==> config.mk <==
export PLATFORM = sky130hd
export DESIGN_NAME = load_store_unit
export DESIGN_NICKNAME = d
export VERILOG_FILES = /design/src/rtl/lsu_pkg.sv /design/src/rtl/lsu_align.sv /design/src/rtl/load_store_unit.sv
export SDC_FILE = /design/constraint.sdc
export NUM_CORES = 1
export LEC_CHECK = 0
export ABC_CLOCK_PERIOD_IN_PS = 3100
export CAP_MARGIN = 40
export CORE_MARGIN = 1
export CORE_UTILIZATION = 35
export CTS_CLUSTER_SIZE = 25
export DETAILED_ROUTE_END_ITERATION = 10
export PLACE_DENSITY = 0.58
export SLEW_MARGIN = 20
export SYNTH_ARGS = -nofsm -noshare
export SYNTH_HDL_FRONTEND = slang
export SYNTH_SLANG_ARGS = --single-unit
==> constraint.sdc <==
create_clock -name clk -period 3.1 [get_ports clk]
set_clock_uncertainty 0.05 [all_clocks]
set_input_delay 0.465 -clock clk [delete_from_list [all_inputs] [get_ports clk]]
set_output_delay 0.465 -clock clk [all_outputs]
set_load 0.02 [all_outputs]
==> src/rtl/lsu_pkg.sv <==
// Shared definitions for the load/store unit: funct3 size codes, FSM states
// and the byte-lane mask for each access size.
package lsu_pkg;

   localparam logic [2:0] F3_B  = 3'b000;
   localparam logic [2:0] F3_H  = 3'b001;
   localparam logic [2:0] F3_W  = 3'b010;
   localparam logic [2:0] F3_D  = 3'b011;
   localparam logic [2:0] F3_BU = 3'b100;
   localparam logic [2:0] F3_HU = 3'b101;
   localparam logic [2:0] F3_WU = 3'b110;

   typedef enum logic [2:0] {
      ST_IDLE  = 3'd0,
      ST_LOAD  = 3'd1,
      ST_MERGE = 3'd2,
      ST_WRITE = 3'd3,
      ST_RESP  = 3'd4
   } lsu_state_t;

   // Byte lanes touched by an access at offset 0; funct3[1:0] encodes the size.
   function automatic logic [7:0] size_mask(input logic [2:0] funct3);
      case (funct3[1:0])
         2'b00:   size_mask = 8'h01;
         2'b01:   size_mask = 8'h03;
         2'b10:   size_mask = 8'h0F;
         default: size_mask = 8'hFF;
      endcase
   endfunction

endpackage

==> src/rtl/lsu_align.sv <==
// Combinational datapath: field extraction/extension for loads, byte merge
// for stores, and the misaligned/illegal check.
module lsu_align
   import lsu_pkg::*;
#(
   parameter int DATA_W = 64
)
(
   input  logic [DATA_W-1:0] dword,
   input  logic [2:0]        offset,
   input  logic [2:0]        funct3,
   input  logic              we,
   input  logic [DATA_W-1:0] wdata,
   output logic [DATA_W-1:0] load_val,
   output logic [DATA_W-1:0] store_val,
   output logic              bad
);

   logic [DATA_W-1:0] field;
   logic [DATA_W-1:0] wshift;
   logic [DATA_W-1:0] bmask;
   logic [7:0]        lanes;
   logic              misaligned;
   logic              illegal;

   always_comb begin
      field = dword >> {offset, 3'b000};
      case (funct3)
         F3_B:    load_val = {{(DATA_W-8){field[7]}}, field[7:0]};
         F3_H:    load_val = {{(DATA_W-16){field[15]}}, field[15:0]};
         F3_W:    load_val = {{(DATA_W-32){field[31]}}, field[31:0]};
         F3_D:    load_val = field;
         F3_BU:   load_val = {{(DATA_W-8){1'b0}}, field[7:0]};
         F3_HU:   load_val = {{(DATA_W-16){1'b0}}, field[15:0]};
         F3_WU:   load_val = {{(DATA_W-32){1'b0}}, field[31:0]};
         default: load_val = '0;
      endcase
   end

   // Misaligned sizes never reach the merge, so lanes shifted past bit 7 don't matter.
   always_comb begin
      lanes  = size_mask(funct3) << offset;
      wshift = wdata << {offset, 3'b000};
      bmask  = '0;
      for (int i = 0; i < 8; i++) begin
         bmask[8*i +: 8] = {8{lanes[i]}};
      end
      store_val = (dword & ~bmask) | (wshift & bmask);
   end

   always_comb begin
      case (funct3[1:0])
         2'b01:   misaligned = offset[0];
         2'b10:   misaligned = |offset[1:0];
         2'b11:   misaligned = |offset;
         default: misaligned = 1'b0;
      endcase
      illegal = we ? funct3[2] : (funct3 == 3'b111);
      bad     = misaligned | illegal;
   end

endmodule

==> src/rtl/load_store_unit.sv <==
// Load/store sequencer between the memory stage and a 32 x 64-bit RAM with
// combinational read; stores are read-modify-write.
//
//   state | meaning
//   IDLE  | ready, latch request on accept
//   LOAD  | register extended load field
//   MERGE | register merged store dword
//   WRITE | mem_we high, RAM captures merged dword
//   RESP  | one-cycle response pulse
module load_store_unit
   import lsu_pkg::*;
#(
   parameter int ADDR_W = 8,
   parameter int DATA_W = 64,
   parameter int IDX_W  = 5
)
(
   input  logic              clk,
   input  logic              rst_n,
   input  logic              req_valid,
   output logic              req_ready,
   input  logic              req_we,
   input  logic [2:0]        req_funct3,
   input  logic [ADDR_W-1:0] req_addr,
   input  logic [DATA_W-1:0] req_wdata,
   output logic              resp_valid,
   output logic              resp_err,
   output logic [DATA_W-1:0] resp_rdata,
   output logic [IDX_W-1:0]  mem_endereco,
   output logic              mem_we,
   output logic [DATA_W-1:0] mem_dataIn,
   input  logic [DATA_W-1:0] mem_dataOut
);

   lsu_state_t        state, state_nxt;
   logic              we_q;
   logic [2:0]        funct3_q;
   logic [2:0]        off_q;
   logic [DATA_W-1:0] wdata_q;

   logic              accept;
   logic              cur_we;
   logic [2:0]        cur_funct3;
   logic [2:0]        cur_off;
   logic [DATA_W-1:0] cur_wdata;
   logic [DATA_W-1:0] load_val;
   logic [DATA_W-1:0] store_val;
   logic              bad;

   assign req_ready  = (state == ST_IDLE);
   assign accept     = req_valid & req_ready;
   assign mem_we     = (state == ST_WRITE);
   assign resp_valid = (state == ST_RESP);

   // Legality is judged on the live request in IDLE, on latched fields afterwards.
   assign cur_we     = req_ready ? req_we         : we_q;
   assign cur_funct3 = req_ready ? req_funct3     : funct3_q;
   assign cur_off    = req_ready ? req_addr[2:0]  : off_q;
   assign cur_wdata  = req_ready ? req_wdata      : wdata_q;

   lsu_align #(.DATA_W(DATA_W)) u_align (
      .dword     (mem_dataOut),
      .offset    (cur_off),
      .funct3    (cur_funct3),
      .we        (cur_we),
      .wdata     (cur_wdata),
      .load_val  (load_val),
      .store_val (store_val),
      .bad       (bad)
   );

   always_ff @(posedge clk or negedge rst_n) begin
      if (!rst_n) begin
         state <= ST_IDLE;
      end else begin
         state <= state_nxt;
      end
   end

   always_comb begin
      state_nxt = state;
      case (state)
         ST_IDLE: begin
            if (accept) begin
               if (bad)         state_nxt = ST_RESP;
               else if (req_we) state_nxt = ST_MERGE;
               else             state_nxt = ST_LOAD;
            end
         end
         ST_LOAD:  state_nxt = ST_RESP;
         ST_MERGE: state_nxt = ST_WRITE;
         ST_WRITE: state_nxt = ST_RESP;
         ST_RESP:  state_nxt = ST_IDLE;
         default:  state_nxt = ST_IDLE;
      endcase
   end

   always_ff @(posedge clk or negedge rst_n) begin
      if (!rst_n) begin
         we_q         <= 1'b0;
         funct3_q     <= '0;
         off_q        <= '0;
         wdata_q      <= '0;
         mem_endereco <= '0;
         mem_dataIn   <= '0;
         resp_rdata   <= '0;
         resp_err     <= 1'b0;
      end else begin
         case (state)
            ST_IDLE: begin
               if (accept) begin
                  we_q         <= req_we;
                  funct3_q     <= req_funct3;
                  off_q        <= req_addr[2:0];
                  wdata_q      <= req_wdata;
                  mem_endereco <= req_addr[ADDR_W-1:3];
                  resp_err     <= bad;
                  resp_rdata   <= '0;
               end
            end
            ST_LOAD:  resp_rdata <= load_val;
            ST_MERGE: mem_dataIn <= store_val;
            ST_RESP:  resp_err   <= 1'b0;
            default: ;
         endcase
      end
   end

endmodule

==> impl_metrics.csv <==
group,metric,value,unit
floorplan,die_area,39100,um^2
clocking,clock-root-buffer,"clkbuf_16",
power_and_ir_drop,p_int,11.6,mW
route,ant_nets,0,
route,routed_wl,55.3,mm
global_route,first_global_vias,12100,
route,dr.first_iter.drc_count,1068,
power_and_ir_drop,swShare,46.3,%
global_route,overflow,0,
clocking,clk_latency,0.56,ns
final_layout,multi_input_area,7610,um^2
clocking,clock-sinks,208,
yosys,synth_flop_cell,"dfrtp_1",
worst_setup_path,crit_start,"state[2]",
route,route.detailed.drc,0,
final_layout,layout-drive-gt1-share,20.2,%
timing,rsz0062_at_grt,"no",
job,drv_cap,0,
worst_setup_path,critPathArrivalTime,3.41,ns
timing,min_period,3.02,ns
worst_setup_path,rrSetupSlack,0.08,ns
worst_setup_path,reg2reg_depth,11,
global_route,antenna_found_initial,0,
floorplan,chipWidth,198,um
route,vias,12400,
worst_setup_path,max_stage_delay,0.44,ns
final_layout,final_util,48.3,%
timing,slew_violations,0,
power_and_ir_drop,leakage,8.22,nW
worst_setup_path,crit_family,"buffers and inverters",
timing,slew_headroom,46.3,%
worst_setup_path,endpoint_kind,"flop",
placement,pre_cts_ws,0.00544,ns
worst_setup_path,path_cells,"or3_1, inv_4, buf_16, buf_4, nor3_1, o22ai_2, nand2_1, buf_4, o21ai_0, buf_4, o21ai_1",
power_and_ir_drop,power_switching,10.1,mW
floorplan,ios,280,
placement,gp_congestion,1.00,
status,status,"finished, final reports clean",
final_layout,final_nets,1771,
timing,fmax,332,MHz
yosys,ys_warn_count,0,
yosys,ys_ff_latch,208,
worst_setup_path,cp.required,3.49,ns
timing,min_period_over_period,97.3,%
min_path,hold_class,"input pin to async pin",
placement,io_buffers,279,
floorplan,core,37700,um^2
timing,hold_viol_final,0,
yosys,yosysTopAreaCellShare,38.8,%
final_layout,fill_cells,3612,
worst_setup_path,critPathBufInv,5,
worst_setup_path,critPathMaxFanout,36,
clocking,clk_pin_slew,0.05,ns
global_route,grt.total_usage,27.9,%
power_and_ir_drop,p_per_area,1190,nW/um^2
worst_setup_path,worstReg2RegStart,"state[2]",
worst_setup_path,r2r-end,"mem_dataIn[20]",
clocking,post_cts_buffers,0,
clocking,cts_buffers,27,
placement,dpl.cell_count,2108,
final_layout,seqCellArea,5210,um^2
clocking,cts_tree,"yes",
floorplan,start_util,35.6,%
route,wl_per_cell,25.6,um
power_and_ir_drop,peakVddDrop,0.449,mV
floorplan,num_rows,71,
power_and_ir_drop,power_frac_comb,62.9,%
global_route,grt_pass1_wl,80.9,mm
yosys,synth_nets,1467,
route,viasPerCell,5.76,
final_layout,layout.cells.non_filler,2159,
yosys,async_flop_share,100,%
power_and_ir_drop,clock_power_share,14.2,%
yosys,yosys-top-cells-area,"dfrtp_1 39%, mux2i_1 15%, mux2_2 7.6%",
route,first_pass_iters,6,
clocking,cts_buffer_depth,3,
final_layout,areaGrowthSynthToFinish,35.8,%
worst_setup_path,crit_slowest_cell,"dfrtp_1",
worst_setup_path,start_kind,"flop",
timing,tns,0,ns
timing,tightest_slew,0.802,ns
clocking,htreeDepth,1,
yosys,yosysTopAreaCell,"dfrtp_1",
yosys,netlist_instances,1324,
floorplan,dieHeight,198,um
timing,final-setup-viol-count,0,
yosys,netlist_area,13400,um^2
global_route,grt_start_max_net_pins,68,
yosys,yosysUniqueCellTypes,76,
timing,setup_ws,0.0847,ns
placement,hpwlAfterDp,42.6,mm
power_and_ir_drop,p_seq_share,23.0,%
yosys,synth_edf_count,0,
worst_setup_path,critPathKind,"flop to flop",
yosys,syn_area_per_cell,10.1,um^2
worst_setup_path,crit_path_frequent_cell,"buf_4",
yosys,yosysSeqAreaShare,38.8,%
timing,finalHoldWorstSlack,0.409,ns
-- per-stage QoR --
step                      total power [mW]  instance area (um^2)
after floorplan                       12.8                 13400
after global placement                18.3                 17300
after detailed placement              18.5                 17300
after CTS                             21.6                 18200
after global routing                  22.7                 18200
final                                 21.7                 18200
-- state kept, by name, indices dropped and copies added (netlist names) --
name	cells
off_q	3
we_q	1
mem_endereco	5
funct3_q	3
mem_dataIn	64
wdata_q	64
resp_rdata	64
resp_err	1
state	3
-- layout by cell type (no fill, tap or decap), types with 9 or more instances in the layout --
master,n
clkdlybuf4s50_1,276
clkbuf_1,9
a21oi_1,48
o21ai_1,27
a211oi_1,29
clkbuf_16,27
mux2i_1,201
mux4_2,19
nor2b_1,11
buf_4,92
dfrtp_1,207
a22oi_1,37
o21ai_0,77
nand3_2,30
buf_12,17
nand2_1,163
a21o_1,10
mux2_2,91
nand3_1,25
nor2_1,61
o22ai_1,12
-- final cells by class --
| type | count | share of cell area [%] |
|---|---|---|
| clock buffer | 41 | 4.27 |
| timing repair buffer | 390 | 21.2 |
| sequential | 208 | 28.6 |
| tap | 511 | 3.51 |
| clock inverter | 7 | 0.385 |
| inverter | 9 | 0.199 |
| multi-input combinational | 992 | 41.8 |
| antenna | 1 | 0.0137 |
-- repair_timing --
action                                 in CTS  in global routing
setup endpoints to repair                   1                  0
hold buffers                                1                  0
resized for setup                           2                  0
endpoints found under the hold margin      53                  0
-- how the worst max path moves through the flow --
stage | to | slack (ns) | cells past startpoint
finish | mem_dataIn[20] | 0.08 | 11
global route | mem_dataIn[19] | 0.04 | 11
CTS | mem_dataIn[20] | 0.13 | 11
detailed placement | mem_dataIn[20] | 0.005 | 9
global placement | mem_dataIn[20] | 0.002 | 9
floorplan | mem_dataIn[49] | 0.58 | 9
-- power by group through the flow --
| stage | Sequential (mW) | Clock [mW] | Combinational (mW) |
|---|---|---|---|
| 2_1_floorplan | 5.49 | 0 | 7.28 |
| 3_3_place_gp | 4.99 | 0 | 13.3 |
| 3_5_place_dp | 5.01 | 0 | 13.5 |
| 4_1_cts | 4.97 | 3.12 | 13.5 |
| 5_1_grt | 5.10 | 3.25 | 14.4 |
| 6_report | 4.98 | 3.07 | 13.6 |
-- worst reg2reg max path: stages, from the launching register on --
cell     delay, ns
dfrtp_1       0.44
or3_1         0.39
inv_4         0.17
buf_16        0.23
buf_4         0.25
nor3_1        0.09
o22ai_2       0.33
nand2_1       0.14
buf_4         0.18
o21ai_0       0.38
buf_4         0.20
o21ai_1       0.05
-- per-layer routing --
layer / vias to the layer above / wire (um) / GRT usage, %
li1: 5545 / - / -
met1: 6218 / 24900 / 39.9
met2: 573 / 24500 / 42.9
met3: 96 / 3870 / 3.93
met4: 0 / 2030 / 9.93
met5: - / 0 / 0
-- cell usage after synthesis (8+ instances only) --
cell type / number
a21o_1: 10
clkbuf_1: 45
mux2_2: 91
o21ai_1: 28
buf_2: 42
nand3_2: 30
nor2b_1: 11
o22ai_1: 12
buf_4: 12
buf_6: 8
a221oi_1: 8
dfrtp_1: 208
a211oi_1: 29
mux4_2: 19
nor2_1: 61
nand2_1: 165
nand4_1: 8
inv_1: 8
a2bb2oi_1: 8
a22oi_1: 37
mux2i_1: 201
o21ai_0: 77
a32oi_1: 8
a21oi_1: 48
nand3_1: 25
-- logic make-up (layout without fill, tap and decap cells) --
logic type,Yosys count,in the layout,synth area share (%)
compound gates,333,333,17.2
xor+xnor,2,2,0.131
buf+inv,124,447,4.68
flops,208,208,38.8
mux,319,319,26.6
other cells,0,1,0
simple gates,338,338,12.6
Note: power is estimated with default switching activity, not from simulation.
